File: config.mk
export PLATFORM = sky130hd
export DESIGN_NAME = design_06_driver
export DESIGN_NICKNAME = d
export VERILOG_FILES = /design/src/rtl/design_06_drv_pkg.sv /design/src/rtl/drv_wait_timer.sv /design/src/rtl/design_06_driver.sv
export SDC_FILE = /design/constraint.sdc
export NUM_CORES = 1
export LEC_CHECK = 0
export CAP_MARGIN = 0
export CELL_PAD_IN_SITES_DETAIL_PLACEMENT = 0
export CELL_PAD_IN_SITES_GLOBAL_PLACEMENT = 1
export CORE_ASPECT_RATIO = 0.6
export CORE_MARGIN = 8
export CORE_UTILIZATION = 32
export DETAILED_ROUTE_END_ITERATION = 10
export PLACE_DENSITY = 0.83
export RECOVER_POWER = 100
export SLEW_MARGIN = 40
export SYNTH_ARGS = -nofsm -noshare
export SYNTH_HDL_FRONTEND = slang
export SYNTH_HIERARCHICAL = 1
export SYNTH_SLANG_ARGS = --single-unit
File: constraint.sdc
create_clock -name CLK -period 2.7 [get_ports CLK]
set_clock_uncertainty 0.1 [all_clocks]
set_input_delay 0.405 -clock CLK [delete_from_list [all_inputs] [get_ports CLK]]
set_output_delay 0.405 -clock CLK [all_outputs]
set_load 0.05 [all_outputs]
File: src/rtl/design_06_drv_pkg.sv
// Shared definitions for the Design_06 initiator (driver).
// Holds the FSM state encoding and the default sizing constants used by
// design_06_driver and its wait timer.
package design_06_drv_pkg;

  localparam int DEF_W       = 10;  // operand / return width
  localparam int DEF_NW      = 8;   // iteration-count width
  localparam int DEF_TIMEOUT = 64;  // max cycles spent waiting on one RDY_*

  // IDLE : waiting for go
  // START: calling start(a,b)
  // RES  : sampling result(c)
  // CHK  : calling check(d) and comparing
  // DONE : one-cycle end-of-run pulse
  typedef enum logic [2:0] {
    IDLE  = 3'd0,
    START = 3'd1,
    RES   = 3'd2,
    CHK   = 3'd3,
    DONE  = 3'd4
  } drv_state_e;

endpackage

File: src/rtl/drv_wait_timer.sv
// Per-state handshake wait counter.
// Counts consecutive cycles in which the awaited RDY is low and flags the
// cycle that would be the TIMEOUT-th such cycle, so the FSM can abort in it.
// Ports:
//   clk, rst_n : clock, asynchronous active-low reset
//   clear      : restart counting (asserted on every state change)
//   inc        : the awaited RDY is low this cycle
//   expired    : this is the TIMEOUT-th consecutive waiting cycle
module drv_wait_timer #(
  parameter int TIMEOUT = 64
) (
  input  logic clk,
  input  logic rst_n,
  input  logic clear,
  input  logic inc,
  output logic expired
);

  localparam int CW = (TIMEOUT > 1) ? $clog2(TIMEOUT) : 1;

  logic [CW-1:0] count_q;

  // NOTE: state registers use non-blocking assignments so every flop samples
  // the pre-edge values of its neighbours regardless of process ordering.
  always_ff @(posedge clk or negedge rst_n) begin
    if (!rst_n) begin
      count_q <= '0;
    end else if (clear) begin
      count_q <= '0;
    end else if (inc) begin
      count_q <= count_q + 1'b1;
    end
  end

  // Counter holds the number of waiting cycles already spent, so the
  // TIMEOUT-th waiting cycle is the one where it reads TIMEOUT-1.
  assign expired = inc && (count_q == CW'(TIMEOUT - 1));

endmodule

File: src/rtl/design_06_driver.sv
// Initiator for the mkDesign_06 method interface (start / result / check).
// Runs num_iter transactions; each calls start(a,b), samples result(c),
// calls check(d) with the sampled result and compares the two returns.
// Ports:
//   CLK, RST_N              : clock, asynchronous active-low reset
//   go, num_iter, seed_*    : run request and parameters (captured in IDLE)
//   start_st_a/b, EN_start, RDY_start   : start method
//   result_st_c, result, RDY_result     : result method
//   check_st_d, EN_check, check, RDY_check : check method
//   busy, done, timeout     : run status (done pulses one cycle)
//   err_count               : mismatches in the last run, saturating
//   last_result, last_check : most recent method returns
module design_06_driver
  import design_06_drv_pkg::*;
#(
  parameter int W       = DEF_W,
  parameter int NW      = DEF_NW,
  parameter int TIMEOUT = DEF_TIMEOUT
) (
  input  logic          CLK,
  input  logic          RST_N,
  input  logic          go,
  input  logic [NW-1:0] num_iter,
  input  logic [W-1:0]  seed_a,
  input  logic [W-1:0]  seed_b,
  output logic [W-1:0]  start_st_a,
  output logic [W-1:0]  start_st_b,
  output logic          EN_start,
  input  logic          RDY_start,
  output logic [W-1:0]  result_st_c,
  input  logic [W-1:0]  result,
  input  logic          RDY_result,
  output logic [W-1:0]  check_st_d,
  output logic          EN_check,
  input  logic [W-1:0]  check,
  input  logic          RDY_check,
  output logic          busy,
  output logic          done,
  output logic          timeout,
  output logic [NW-1:0] err_count,
  output logic [W-1:0]  last_result,
  output logic [W-1:0]  last_check
);

  drv_state_e    state_q, state_n;
  logic [NW-1:0] iter_q;
  logic [NW-1:0] num_iter_q;
  logic [W-1:0]  seed_a_q, seed_b_q;
  logic [NW-1:0] err_q;
  logic          timeout_q;
  logic [W-1:0]  last_result_q, last_check_q;

  logic          accept_go;
  logic          fire_start, take_result, fire_check;
  logic          last_iter;
  logic [W-1:0]  iter_w;
  logic          wait_inc, wait_clear, wait_expired;

  // Iteration index resized to the argument width (wraps when NW > W).
  assign iter_w = W'(iter_q);

  assign accept_go   = (state_q == IDLE)  && go;
  assign fire_start  = (state_q == START) && RDY_start;
  assign take_result = (state_q == RES)   && RDY_result;
  assign fire_check  = (state_q == CHK)   && RDY_check;
  assign last_iter   = (iter_q == num_iter_q - 1'b1);

  // Waiting means sitting in a handshake state with its RDY low.
  assign wait_inc = ((state_q == START) && !RDY_start)  ||
                    ((state_q == RES)   && !RDY_result) ||
                    ((state_q == CHK)   && !RDY_check);
  assign wait_clear = (state_n != state_q);

  drv_wait_timer #(.TIMEOUT(TIMEOUT)) u_wait_timer (
    .clk     (CLK),
    .rst_n   (RST_N),
    .clear   (wait_clear),
    .inc     (wait_inc),
    .expired (wait_expired)
  );

  // ---------------------------------------------------------------- state reg
  always_ff @(posedge CLK or negedge RST_N) begin
    if (!RST_N) begin
      state_q <= IDLE;
    end else begin
      state_q <= state_n;
    end
  end

  // --------------------------------------------------------------- next state
  // NOTE: state_n gets a default before the case so no path leaves it
  // unassigned, which would otherwise infer a latch.
  always_comb begin
    state_n = state_q;
    unique case (state_q)
      IDLE: begin
        if (go) state_n = (num_iter == '0) ? DONE : START;
      end
      START: begin
        if (RDY_start)         state_n = RES;
        else if (wait_expired) state_n = DONE;
      end
      RES: begin
        if (RDY_result)        state_n = CHK;
        else if (wait_expired) state_n = DONE;
      end
      CHK: begin
        if (RDY_check)         state_n = last_iter ? DONE : START;
        else if (wait_expired) state_n = DONE;
      end
      DONE:    state_n = IDLE;
      default: state_n = IDLE;
    endcase
  end

  // ----------------------------------------------------------------- datapath
  always_ff @(posedge CLK or negedge RST_N) begin
    if (!RST_N) begin
      iter_q        <= '0;
      num_iter_q    <= '0;
      seed_a_q      <= '0;
      seed_b_q      <= '0;
      err_q         <= '0;
      timeout_q     <= 1'b0;
      last_result_q <= '0;
      last_check_q  <= '0;
    end else begin
      if (accept_go) begin
        num_iter_q <= num_iter;
        seed_a_q   <= seed_a;
        seed_b_q   <= seed_b;
        err_q      <= '0;
        timeout_q  <= 1'b0;
        iter_q     <= '0;
      end
      if (take_result) begin
        last_result_q <= result;
      end
      if (fire_check) begin
        last_check_q <= check;
        if ((check != last_result_q) && (err_q != '1)) begin
          err_q <= err_q + 1'b1;
        end
        // iter stays on the final index so the last arguments remain traceable.
        if (!last_iter) begin
          iter_q <= iter_q + 1'b1;
        end
      end
      if (wait_expired) begin
        timeout_q <= 1'b1;
      end
    end
  end

  // ------------------------------------------------------------------ outputs
  // Method enables are gated by RDY combinationally so a method can never be
  // called while its target is not ready, and they drop with reset at once.
  // Argument buses are zero outside the state that uses them.
  always_comb begin
    EN_start    = fire_start;
    EN_check    = fire_check;
    start_st_a  = '0;
    start_st_b  = '0;
    result_st_c = '0;
    check_st_d  = '0;
    if (state_q == START) begin
      start_st_a = seed_a_q + iter_w;
      start_st_b = seed_b_q ^ iter_w;
    end
    if (state_q == RES) begin
      result_st_c = iter_w;
    end
    if (state_q == CHK) begin
      check_st_d = last_result_q;
    end
    busy = (state_q != IDLE);
    done = (state_q == DONE);
  end

  assign timeout     = timeout_q;
  assign err_count   = err_q;
  assign last_result = last_result_q;
  assign last_check  = last_check_q;

endmodule

==> qor.txt <==
I/O Pins = 127
Setup TNS = -0.707 ns
Post-synth EDFFs = 0
Ys async rst share = 100%
Hold Path Stages = 2
Clock sink total = 74
Mapped Cells = 489
Via/cell ratio = 4.79
Seq/Total Area, Yosys = 43.0%
Max Freq = 330 MHz
Routed len/inst = 16.5 um
Die height = 106 um
Layout cells sized above 1 = 17.7%
Cts bufs inserted = 9
WL final = 13.2 mm
Fillers = 1268
Status = complete, but fails checks
Worst Path Max Fanout = 2
ANT cells = 0
Worst-Margin Slew = 1.08 ns
Clock Tree Root = clkbuf_16
Worst-Skew Late Latency = 0.33 ns
CP Class = reg2out
Die X = 166 um
P_leak = 2.85 nW
Maximum number of pins on one net before global-route repair = 41
Initial antenna violation count = 0
Number of remaining DRC errors = 0
Buffers added on ports = 124
Post-synthesis register bit count = 74
CP arrival = 2.52 ns
GRT Util Overall = 15.2%
FP Rows = 32
GP Congestion = 0.844
Die Area = 17600 um^2
Worst Setup End Kind = primary output
Area delta synth->final = 43.2%
Dominant synthesized flop cell = dfrtp_1
Total grt overflow = 0
Detailed placement HPWL = 10.3 mm
Slew margin rel. = 27.6%
Synth unique cells = 61
Min-Delay Path Class = reg2reg
RSZ-0062 raised after global routing = true
Commonest cells after routing, fill and taps aside = nand2_1 (134), dfrtp_1 (72), clkdlybuf4s50_1 (51)
Gate power share = 57.0%
Core Region = 13000 um^2
Vias post-DR = 3838
Finish-stage setup viols = 5
Post-Syn Area = 4310 um^2
Setup ws final = -0.328 ns
Warnings, synthesis = 6
Max Slew Vio Count = 0
Period Utilization, post-route = 112%
Reg clk slew, reported paths = 0.06 ns
WHS = 0.365 ns
Syn_area_per_cell = 8.81 um^2
Most common cell after layout, fill and taps aside = nand2_1
Failing checks = negative setup slack
Number of DRC markers in iteration 0 = 172
Switching pwr = 3.52 mW
Final hold vios = 0
Internal Power = 3.67 mW
Min cycle time layout = 3.03 ns
Final ANT Viol Nets = 0
DRT Pass-1 Iters = 4
Reg2Reg Depth = 11
Worst endpoint required time = 2.19 ns
Clock power frac = 16.2%
First-pass GRT wire length = 21.7 mm
Longest Clk Path Bufs = 2
Final core occ = 47.4%
Share of power burned in registers = 26.9%
Initial Util = 33.1%
Switching share of power = 49.0%
# nets final = 693
Critical path startpoint category = flop
Power Density = 1170 nW/um^2
H-tree lvl count = 3
CTS tree = done
VDD IR max = 0.000418 V
Vias in the first global route = 4135
Max Cap Viol = 0
-- routing by layer --
layer	share of wire, %	track usage [%]
met2	46	24.5
met4	0.48	2.65
met5	0	0
met3	4.4	4.43
met1	50	20.0
-- power groups by stage --
stage                     Combinational [mW]  Clock (mW)  Sequential [mW]
final                                   4.10        1.16             1.93
after floorplan                         2.28           0             2.39
after CTS                               4.47        1.19             1.94
after global placement                  4.33           0             1.92
after detailed placement                4.40           0             1.95
after global routing                    4.40        1.25             1.99
-- what timing repair did --
| item | 4_1_cts | 5_1_grt |
|---|---|---|
| pin swaps | 14 | 9 |
| endpoints found under the hold margin | 34 | 0 |
| hold buffers | 1 | 0 |
| endpoints found under the setup margin | 6 | 13 |
| gates resized for setup | 7 | 12 |
| setup buffers | 7 | 1 |
-- per-stage QoR --
stage,setup WS [ns],power (mW),instances,cell area (um^2)
after detailed placement,-0.111,6.34,781,6020
final,-0.328,7.19,801,6170
after global placement,-0.0467,6.25,781,6020
after global routing,-0.447,7.64,801,6170
after CTS,-0.430,7.60,805,6410
after floorplan,-0.0710,4.67,490,4350
-- critical path: stages, from the launching register on --
cell and delay, ns:
dfrtp_2 0.42, ha_4 0.17, fa_2 0.35, a21o_1 0.18, a21oi_2 0.17, o21bai_2 0.12, a2111oi_4 0.35, or3_4 0.20
a21oi_4 0.06, buf_12 0.16
-- area by class of cell --
type	instances	area (um^2)	share of cell area [%]
clock buffer	12	267	4.32
clock inverter	4	25.0	0.406
inverter	12	45.0	0.730
multi-input combinational	379	2380	38.6
sequential	74	1850	30.1
tap	170	213	3.45
timing repair buffer	150	1380	22.4
-- cells in the mapped netlist, drive strengths merged (2+ instances only) --
| library cell | instances | area (um^2) |
|---|---|---|
| nand2 | 134 | 505 |
| dfrtp | 74 | 1850 |
| nor2 | 39 | 146 |
| xnor2 | 25 | 219 |
| and2 | 23 | 145 |
| clkbuf | 15 | 56.3 |
| o21ai | 15 | 82.6 |
| xor2 | 14 | 123 |
| a21oi | 12 | 63.8 |
| ha | 12 | 150 |
| inv | 12 | 45.0 |
| mux2i | 12 | 120 |
| nand3 | 12 | 65.1 |
| buf | 10 | 65.1 |
| mux2 | 10 | 113 |
| nand4 | 7 | 43.8 |
| nor3 | 6 | 30.0 |
| o21bai | 5 | 37.5 |
| nor4 | 4 | 46.3 |
| o2111ai | 4 | 47.6 |
| or3 | 4 | 25.0 |
| a21o | 3 | 23.8 |
| nand2b | 3 | 18.8 |
| nor3b | 3 | 22.5 |
| o211ai | 3 | 32.5 |
| o21a | 3 | 30.0 |
| or4 | 3 | 22.5 |
| a211o | 2 | 18.8 |
| a211oi | 2 | 15.0 |
| and3 | 2 | 12.5 |
| nand3b | 2 | 15.0 |
| o31ai | 2 | 15.0 |
| or2 | 2 | 12.5 |
-- sequential cells by signal (all words and copies together) (netlist names) --
register / cells
err_count: 8
iter_q: 8
last_check: 10
last_result: 10
num_iter_q: 8
seed_a_q: 10
seed_b_q: 10
state_q: 3
timeout: 1
u_wait_timer/count_q: 6
-- cell families (layout without fill, tap and decap cells) --
logic type / after synthesis / in the layout / share of synthesized area [%]
simple gates: 246 / 246 / 26.1
flops: 74 / 74 / 43.0
compound gates: 57 / 57 / 9.64
xor+xnor: 39 / 39 / 7.93
buf+inv: 37 / 178 / 3.86
mux: 22 / 22 / 5.40
fa+ha+maj: 13 / 13 / 3.95
other cells: 1 / 2 / 0.0870
-- path summary, 6_finish.rpt --
| check | start | to | slack (ns) |
|---|---|---|---|
| worst max-delay path | iter_q[0] | start_st_a[8] | -0.33 |
| worst min-delay path | last_check[9] | last_check[9] | 0.36 |
| worst max register to register | state_q[1] | u_wait_timer/count_q[5] | 0.23 |
| worst min register to register | last_check[9] | last_check[9] | 0.36 |
| max in group asynchronous | RST_N | num_iter_q[5] | 0.42 |
| min in group asynchronous | RST_N | last_check[7] | 0.64 |
Power figures use the tool's default switching activity.
